**config.mk**
```make
export PLATFORM = sky130hd
export DESIGN_NAME = fetch_stage
export DESIGN_NICKNAME = d
export VERILOG_FILES = /design/src/rtl/fetch_stage.sv
export SDC_FILE = /design/constraint.sdc
export NUM_CORES = 1
export LEC_CHECK = 0
export ABC_AREA = 1
export CAP_MARGIN = 20
export CORE_MARGIN = 2
export CORE_UTILIZATION = 43
export CTS_CLUSTER_DIAMETER = 60
export DETAILED_ROUTE_END_ITERATION = 8
export DONT_BUFFER_PORTS = 1
export MAX_ROUTING_LAYER = met4
export SETUP_SLACK_MARGIN = 0.4
export SYNTH_ARGS = -nofsm -noshare
export SYNTH_HDL_FRONTEND = slang
export SYNTH_SLANG_ARGS = --single-unit
```
**constraint.sdc**
```tcl
create_clock -name clk -period 2.2 [get_ports clk]
set_input_delay 0.33 -clock clk [delete_from_list [all_inputs] [get_ports clk]]
set_output_delay 0.33 -clock clk [all_outputs]
set_load 0.02 [all_outputs]
```
**src/rtl/fetch_stage.sv**
```systemverilog
// rtl/fetch_stage.sv - instruction fetch stage with 2-entry queue and branch redirect
//
// Issues one word-address read at a time to instruction memory, buffers the
// returned words in a 2-entry in-order queue and feeds a registered decode
// register. A taken branch redirects the PC, flushes the queue and the decode
// register, and toggles an epoch bit so that the response to a request issued
// before the branch is discarded when it returns.
//
// Optional build: define FETCH_STAGE_BYPASS_EN to let an accepted response go
// straight into the decode register when the queue is empty (1-cycle
// imem_valid -> validD latency instead of 2).
//
// Ports:
//   clk          in   1  rising-edge clock
//   reset        in   1  asynchronous active-low reset
//   stallD       in   1  decode holds instD/pcD this cycle
//   branch_taken in   1  decode resolved a taken branch this cycle
//   PC_branch    in  12  redirect target, valid with branch_taken
//   imem_req     out  1  fetch request valid
//   imem_addr    out 12  word address of the request
//   imem_gnt     in   1  memory accepts the request this cycle
//   imem_valid   in   1  read data returned this cycle
//   imem_rdata   in  16  instruction word
//   instD        out 16  registered instruction to decode
//   pcD          out 12  address of instD
//   validD       out  1  instD/pcD hold a live instruction

module fetch_stage (
  input  logic        clk,
  input  logic        reset,
  input  logic        stallD,
  input  logic        branch_taken,
  input  logic [11:0] PC_branch,
  output logic        imem_req,
  output logic [11:0] imem_addr,
  input  logic        imem_gnt,
  input  logic        imem_valid,
  input  logic [15:0] imem_rdata,
  output logic [15:0] instD,
  output logic [11:0] pcD,
  output logic        validD
);

  typedef enum logic [0:0] {
    IDLE = 1'b0,
    WAIT = 1'b1
  } fetchState_e;

  fetchState_e state;
  logic [11:0] pc;
  logic        epoch;
  logic        reqEpoch;
  logic [11:0] reqPc;

  // Queue entry 0 is always the head; entry 1 is only meaningful at count 2.
  logic [15:0] qInst0, qInst1;
  logic [11:0] qPc0, qPc1;
  logic [1:0]  qCount;

  logic handshake;
  logic acceptResp;
  logic bypassResp;
  logic pushQ;
  logic popQ;

  assign imem_addr = pc;

  // Only issue from IDLE (at most one outstanding), never into a full queue,
  // and never in the redirect cycle. Gating with reset keeps the request low
  // while reset is held even though the state already reads IDLE.
  assign imem_req  = reset & (state == IDLE) & (qCount != 2'd2) & ~branch_taken;
  assign handshake = imem_req & imem_gnt;

  // A response counts only if a request is outstanding, it was issued in the
  // current epoch, and no redirect is happening this very cycle.
  assign acceptResp = (state == WAIT) & imem_valid & ~branch_taken & (reqEpoch == epoch);

  assign popQ = ~branch_taken & ~stallD & (qCount != 2'd0);

`ifdef FETCH_STAGE_BYPASS_EN
  assign bypassResp = acceptResp & (qCount == 2'd0) & ~stallD;
`else
  assign bypassResp = 1'b0;
`endif

  assign pushQ = acceptResp & ~bypassResp;

  always_ff @(posedge clk or negedge reset) begin
    if (!reset) begin
      state    <= IDLE;
      pc       <= 12'h000;
      epoch    <= 1'b0;
      reqEpoch <= 1'b0;
      reqPc    <= 12'h000;
      qInst0   <= 16'h0000;
      qInst1   <= 16'h0000;
      qPc0     <= 12'h000;
      qPc1     <= 12'h000;
      qCount   <= 2'd0;
      instD    <= 16'h0000;
      pcD      <= 12'h000;
      validD   <= 1'b0;
    end else begin
      // Latency tracker: epoch-blind, so a stale response still closes WAIT.
      case (state)
        IDLE: if (handshake) state <= WAIT;
        WAIT: if (imem_valid) state <= IDLE;
        default: state <= IDLE;
      endcase

      if (handshake) begin
        reqEpoch <= epoch;
        reqPc    <= pc;
      end

      if (branch_taken) begin
        pc    <= PC_branch;
        epoch <= ~epoch;
      end else if (handshake) begin
        pc <= pc + 12'd1;
      end

      if (branch_taken) begin
        qCount <= 2'd0;
      end else begin
        case ({pushQ, popQ})
          2'b10: begin
            if (qCount == 2'd0) begin
              qInst0 <= imem_rdata;
              qPc0   <= reqPc;
            end else begin
              qInst1 <= imem_rdata;
              qPc1   <= reqPc;
            end
            qCount <= qCount + 2'd1;
          end
          2'b01: begin
            qInst0 <= qInst1;
            qPc0   <= qPc1;
            qCount <= qCount - 2'd1;
          end
          2'b11: begin
            // Simultaneous read and write: occupancy is unchanged.
            if (qCount == 2'd1) begin
              qInst0 <= imem_rdata;
              qPc0   <= reqPc;
            end else begin
              qInst0 <= qInst1;
              qPc0   <= qPc1;
              qInst1 <= imem_rdata;
              qPc1   <= reqPc;
            end
          end
          default: ;
        endcase
      end

      if (branch_taken) begin
        validD <= 1'b0;
      end else if (!stallD) begin
        if (qCount != 2'd0) begin
          instD  <= qInst0;
          pcD    <= qPc0;
          validD <= 1'b1;
        end else if (bypassResp) begin
          instD  <= imem_rdata;
          pcD    <= reqPc;
          validD <= 1'b1;
        end else begin
          validD <= 1'b0;
        end
      end
    end
  end

endmodule

```
==> flow_summary.toml <==
[status]
status = "finished, violations left"
violations = "negative hold slack"

[sta]
setup_tns_ns = 0
rsz0062_at_grt = "true"
setup_viol = 0
holdWs_ns = -0.378
slew_headroom_pct = 72.3
finalCritPeriodShare_pct = 79.2
final-hold-violation-count = 114
tightestPinTransition_ns = 0.416
finClkSkew_ns = 0.0129
fmax_mhz = 574
min_period_ns = 1.74
report.final.slew_viol_count = 0

[synth]
synth_compound_area_share_pct = 5.95
ys_ff_latch = 114
synth_area_um2 = 5250
synthSimpleGateAreaFrac_pct = 30.8
synth_nets = 672
synth_top_cell_area_share_pct = 54.3
synth_cell_types = 27
synthTopCellsByArea = "dfrtp_1, nand2_1, nand3_1, inv_1, nand3b_1"
netlist_instances = 634
synthXorXnorAreaFrac_pct = 0.333
synth_mux_area_share_pct = 0
synth_top_family_by_area = "simple AND/OR/NAND/NOR gates"
syn_avg_cell_area_um2 = 8.29
synth_fa_ha_area_share_pct = 0.953
yosysWarningCount = 0
yosysSeqAreaShare_pct = 54.3
yosys.area.top_type = "dfrtp_1"

[worst_setup_path]
critical_path.slowest_cell = "dfrtp_1"
cp_num_buf_inv = 2
cp-end-kind = "output port"
rr_startpoint = "qCount[0]"
worstSetupPathType = "flop to output port"
cp_data_required_time_ns = 1.87
critPathMaxStageDelay_ns = 0.36
timing.rr.end = "qCount[1]"
r2r_slack_ns = 0.47
cp_max_fo = 3
start_kind = "flop"
path_cells = "inv_1 -> ha_1 -> nor2_2 -> nand2_1 -> inv_2"
path_delay_family = "flip-flops"
r2r_cells = 8
arrival_ns = 1.41

[placement]
portBuffers = 0
placedCellCount = 756
hpwlAfterDp_um = 7190
gp_congestion = 0.786

[floorplanning]
core_area_um2 = 12000
die_w_um = 115
io_pins = 76
std_cell_rows = 40
die_area_um2 = 13100
initial_core_util_pct = 43.9
die_h_um = 115

[route]
ant_nets = 0
dr.pass1.iters = 4
wl_per_cell_um = 14.7
drc_errors = 0
routed_wl_um = 11600
vias_per_cell = 5.14
via_count = 4054
drt_iter0_markers = 314

[cts]
clock_sinks = 114
clockBufferDepth = 2
path_clk_slew_ns = 0.05
worstSkewPairLatency_ns = 0.42
cts_tree = "yes"
cts_max_level = 4
root_buffer = "clkbuf_16"
cts_buffers = 17
holdBufCountCts = 1

[finish]
layout.cells.non_filler = 789
drive_above_1_share_pct = 7.32
fillers = 1182
diodes = 0
area_growth_syn_to_layout_pct = 13.4
nNetsFinal = 669

[hold_path]
worstHoldPathType = "input pin to async pin"

[pwr]
power_per_cell_area_nw_per_um2 = 1350
power.total_mw = 8.06
swShare_pct = 33.4
leakage_nw = 3.08
pwr-share-seq_pct = 46.7
ir_drop_uv = 505
power_frac_comb_pct = 20.7
power_switching_mw = 2.69
intPower_mw = 5.37
clockPowerShare_pct = 32.6

[global_routing]
met2_usage_pct = 26.9
grt_util_met3_pct = 5.24
overflow = 0
grt_max_degree = 116
grt_first_pass_wirelength_um = 19400
grt_util_all_layers_pct = 19.5
gr-max-usage-layer = "met1"
antenna_found_initial = 0
grtUsageMet1_pct = 26.9
grt_pass1_vias = 3906

[run]
drv_cap = 0
## repair_timing
action	CTS	global route
pin swaps	0	1
gates resized for setup	5	8
buffers inserted	0	2
endpoints found under the setup margin	30	87
endpoints found under the hold margin	115	114
## layer usage
metal,share of wire (%),routed length [um],vias to the layer above
li1,-,-,2023
met2,44,5060,118
met1,49,5680,1899
met5,0,0,-
met4,1.4,161,0
met3,5.8,668,14
## layout by cell type (no fill, tap or decap)
cell           count
dfrtp_1          114
o21ai_1           13
nor2_2             2
buf_4              5
nor3_1             1
nand2_1          237
clkbuf_16         17
bufinv_16          2
ha_1               4
nand4_1            4
dlygate4sd3_1      1
buf_12             3
clkbuf_8           3
o21a_1             1
a21oi_1            1
or2_2              1
inv_2              2
inv_1             54
clkinv_2           4
nand3b_1          27
xor2_1             2
o211ai_1           6
clkbuf_1           4
nand3_2            3
nand2_8            1
nor3_4             1
nor2_1            11
buf_6              1
nand3_1           77
o21ai_0           38
inv_4              1
nand2_4            1
## kinds of logic (layout without fill, tap and decap cells)
| family | after synthesis | after routing |
|---|---|---|
| AND/OR/NAND/NOR | 366 | 366 |
| flip-flops | 114 | 114 |
| buffers and inverters | 89 | 97 |
| AO/OA/AOI/OAI | 59 | 59 |
| adder cells (fa/ha/maj) | 4 | 4 |
| XOR/XNOR | 2 | 2 |
## area by class of cell
class | count | area [um^2] | share of cell area, %
multi-input cells | 431 | 2030 | 34.0
inverters | 57 | 216 | 3.63
well taps | 147 | 184 | 3.09
clock buffers | 24 | 482 | 8.08
clock inverters | 6 | 80.1 | 1.34
flip-flops and latches | 114 | 2850 | 47.9
repair buffers | 10 | 119 | 1.99
## worst max path at each step
stage,start,to,slack (ns),cells past startpoint
floorplan,qCount[0],instD[0],0.63,8
global placement,qCount[0],qInst0[13],0.39,7
detailed placement,qCount[0],qCount[1],0.30,7
CTS,qCount[0],qCount[1],0.38,7
global route,qCount[0],qCount[0],0.36,9
finish,qCount[0],imem_req,0.46,5
## cells in the mapped netlist
| master | number |
|---|---|
| o21a_1 | 1 |
| ha_1 | 4 |
| o211ai_1 | 6 |
| clkbuf_1 | 12 |
| nor3_4 | 1 |
| nand3_2 | 2 |
| xor2_1 | 2 |
| nand3b_1 | 27 |
| buf_1 | 2 |
| nand4_1 | 4 |
| buf_2 | 10 |
| nand2_2 | 2 |
| a21oi_1 | 1 |
| buf_4 | 2 |
| nor2_1 | 12 |
| o21ai_1 | 13 |
| nand3_1 | 78 |
| dfrtp_1 | 114 |
| inv_4 | 1 |
| nor2_2 | 1 |
| or2_2 | 1 |
| inv_1 | 55 |
| inv_2 | 1 |
| nor3_1 | 1 |
| buf_6 | 6 |
| nand2_1 | 237 |
| o21ai_0 | 38 |
## flip-flops by register name, summed over array words and instances, names as in the netlist
signal     count
state          1
validD         1
qPc1          12
reqEpoch       1
qCount         2
qInst1        16
reqPc         12
instD         16
qInst0        16
pcD           12
qPc0          12
epoch          1
imem_addr     12
## power by group through the flow
| stage | combinational (mW) | sequential (mW) | clock (mW) |
|---|---|---|---|
| floorplan | 1.36 | 3.63 | 0 |
| global placement | 1.56 | 3.77 | 0 |
| detailed placement | 1.61 | 3.80 | 0 |
| CTS | 1.65 | 3.76 | 2.68 |
| global route | 1.96 | 3.87 | 2.77 |
| finish | 1.67 | 3.76 | 2.63 |
## through the flow
step	hold slack (ns)	utilization, %	instance area (um^2)	setup WS, ns
CTS	-0.399	49.4	5910	0.379
detailed placement	0.0404	44.5	5320	0.298
global placement	0.0405	44.5	5320	0.392
global route	-0.401	49.8	5960	0.362
floorplan	0.0344	-	5250	0.632
finish	-0.378	49.8	5960	0.458
## worst register-to-register path, delay by kind of cell (launching register included)
family          cells  cell delay [ns]
buf+inv             3             0.48
simple gates        3             0.43
flops               1             0.36
fa+ha+maj           1             0.26
compound gates      1             0.08
Power figures use the tool's default switching activity.
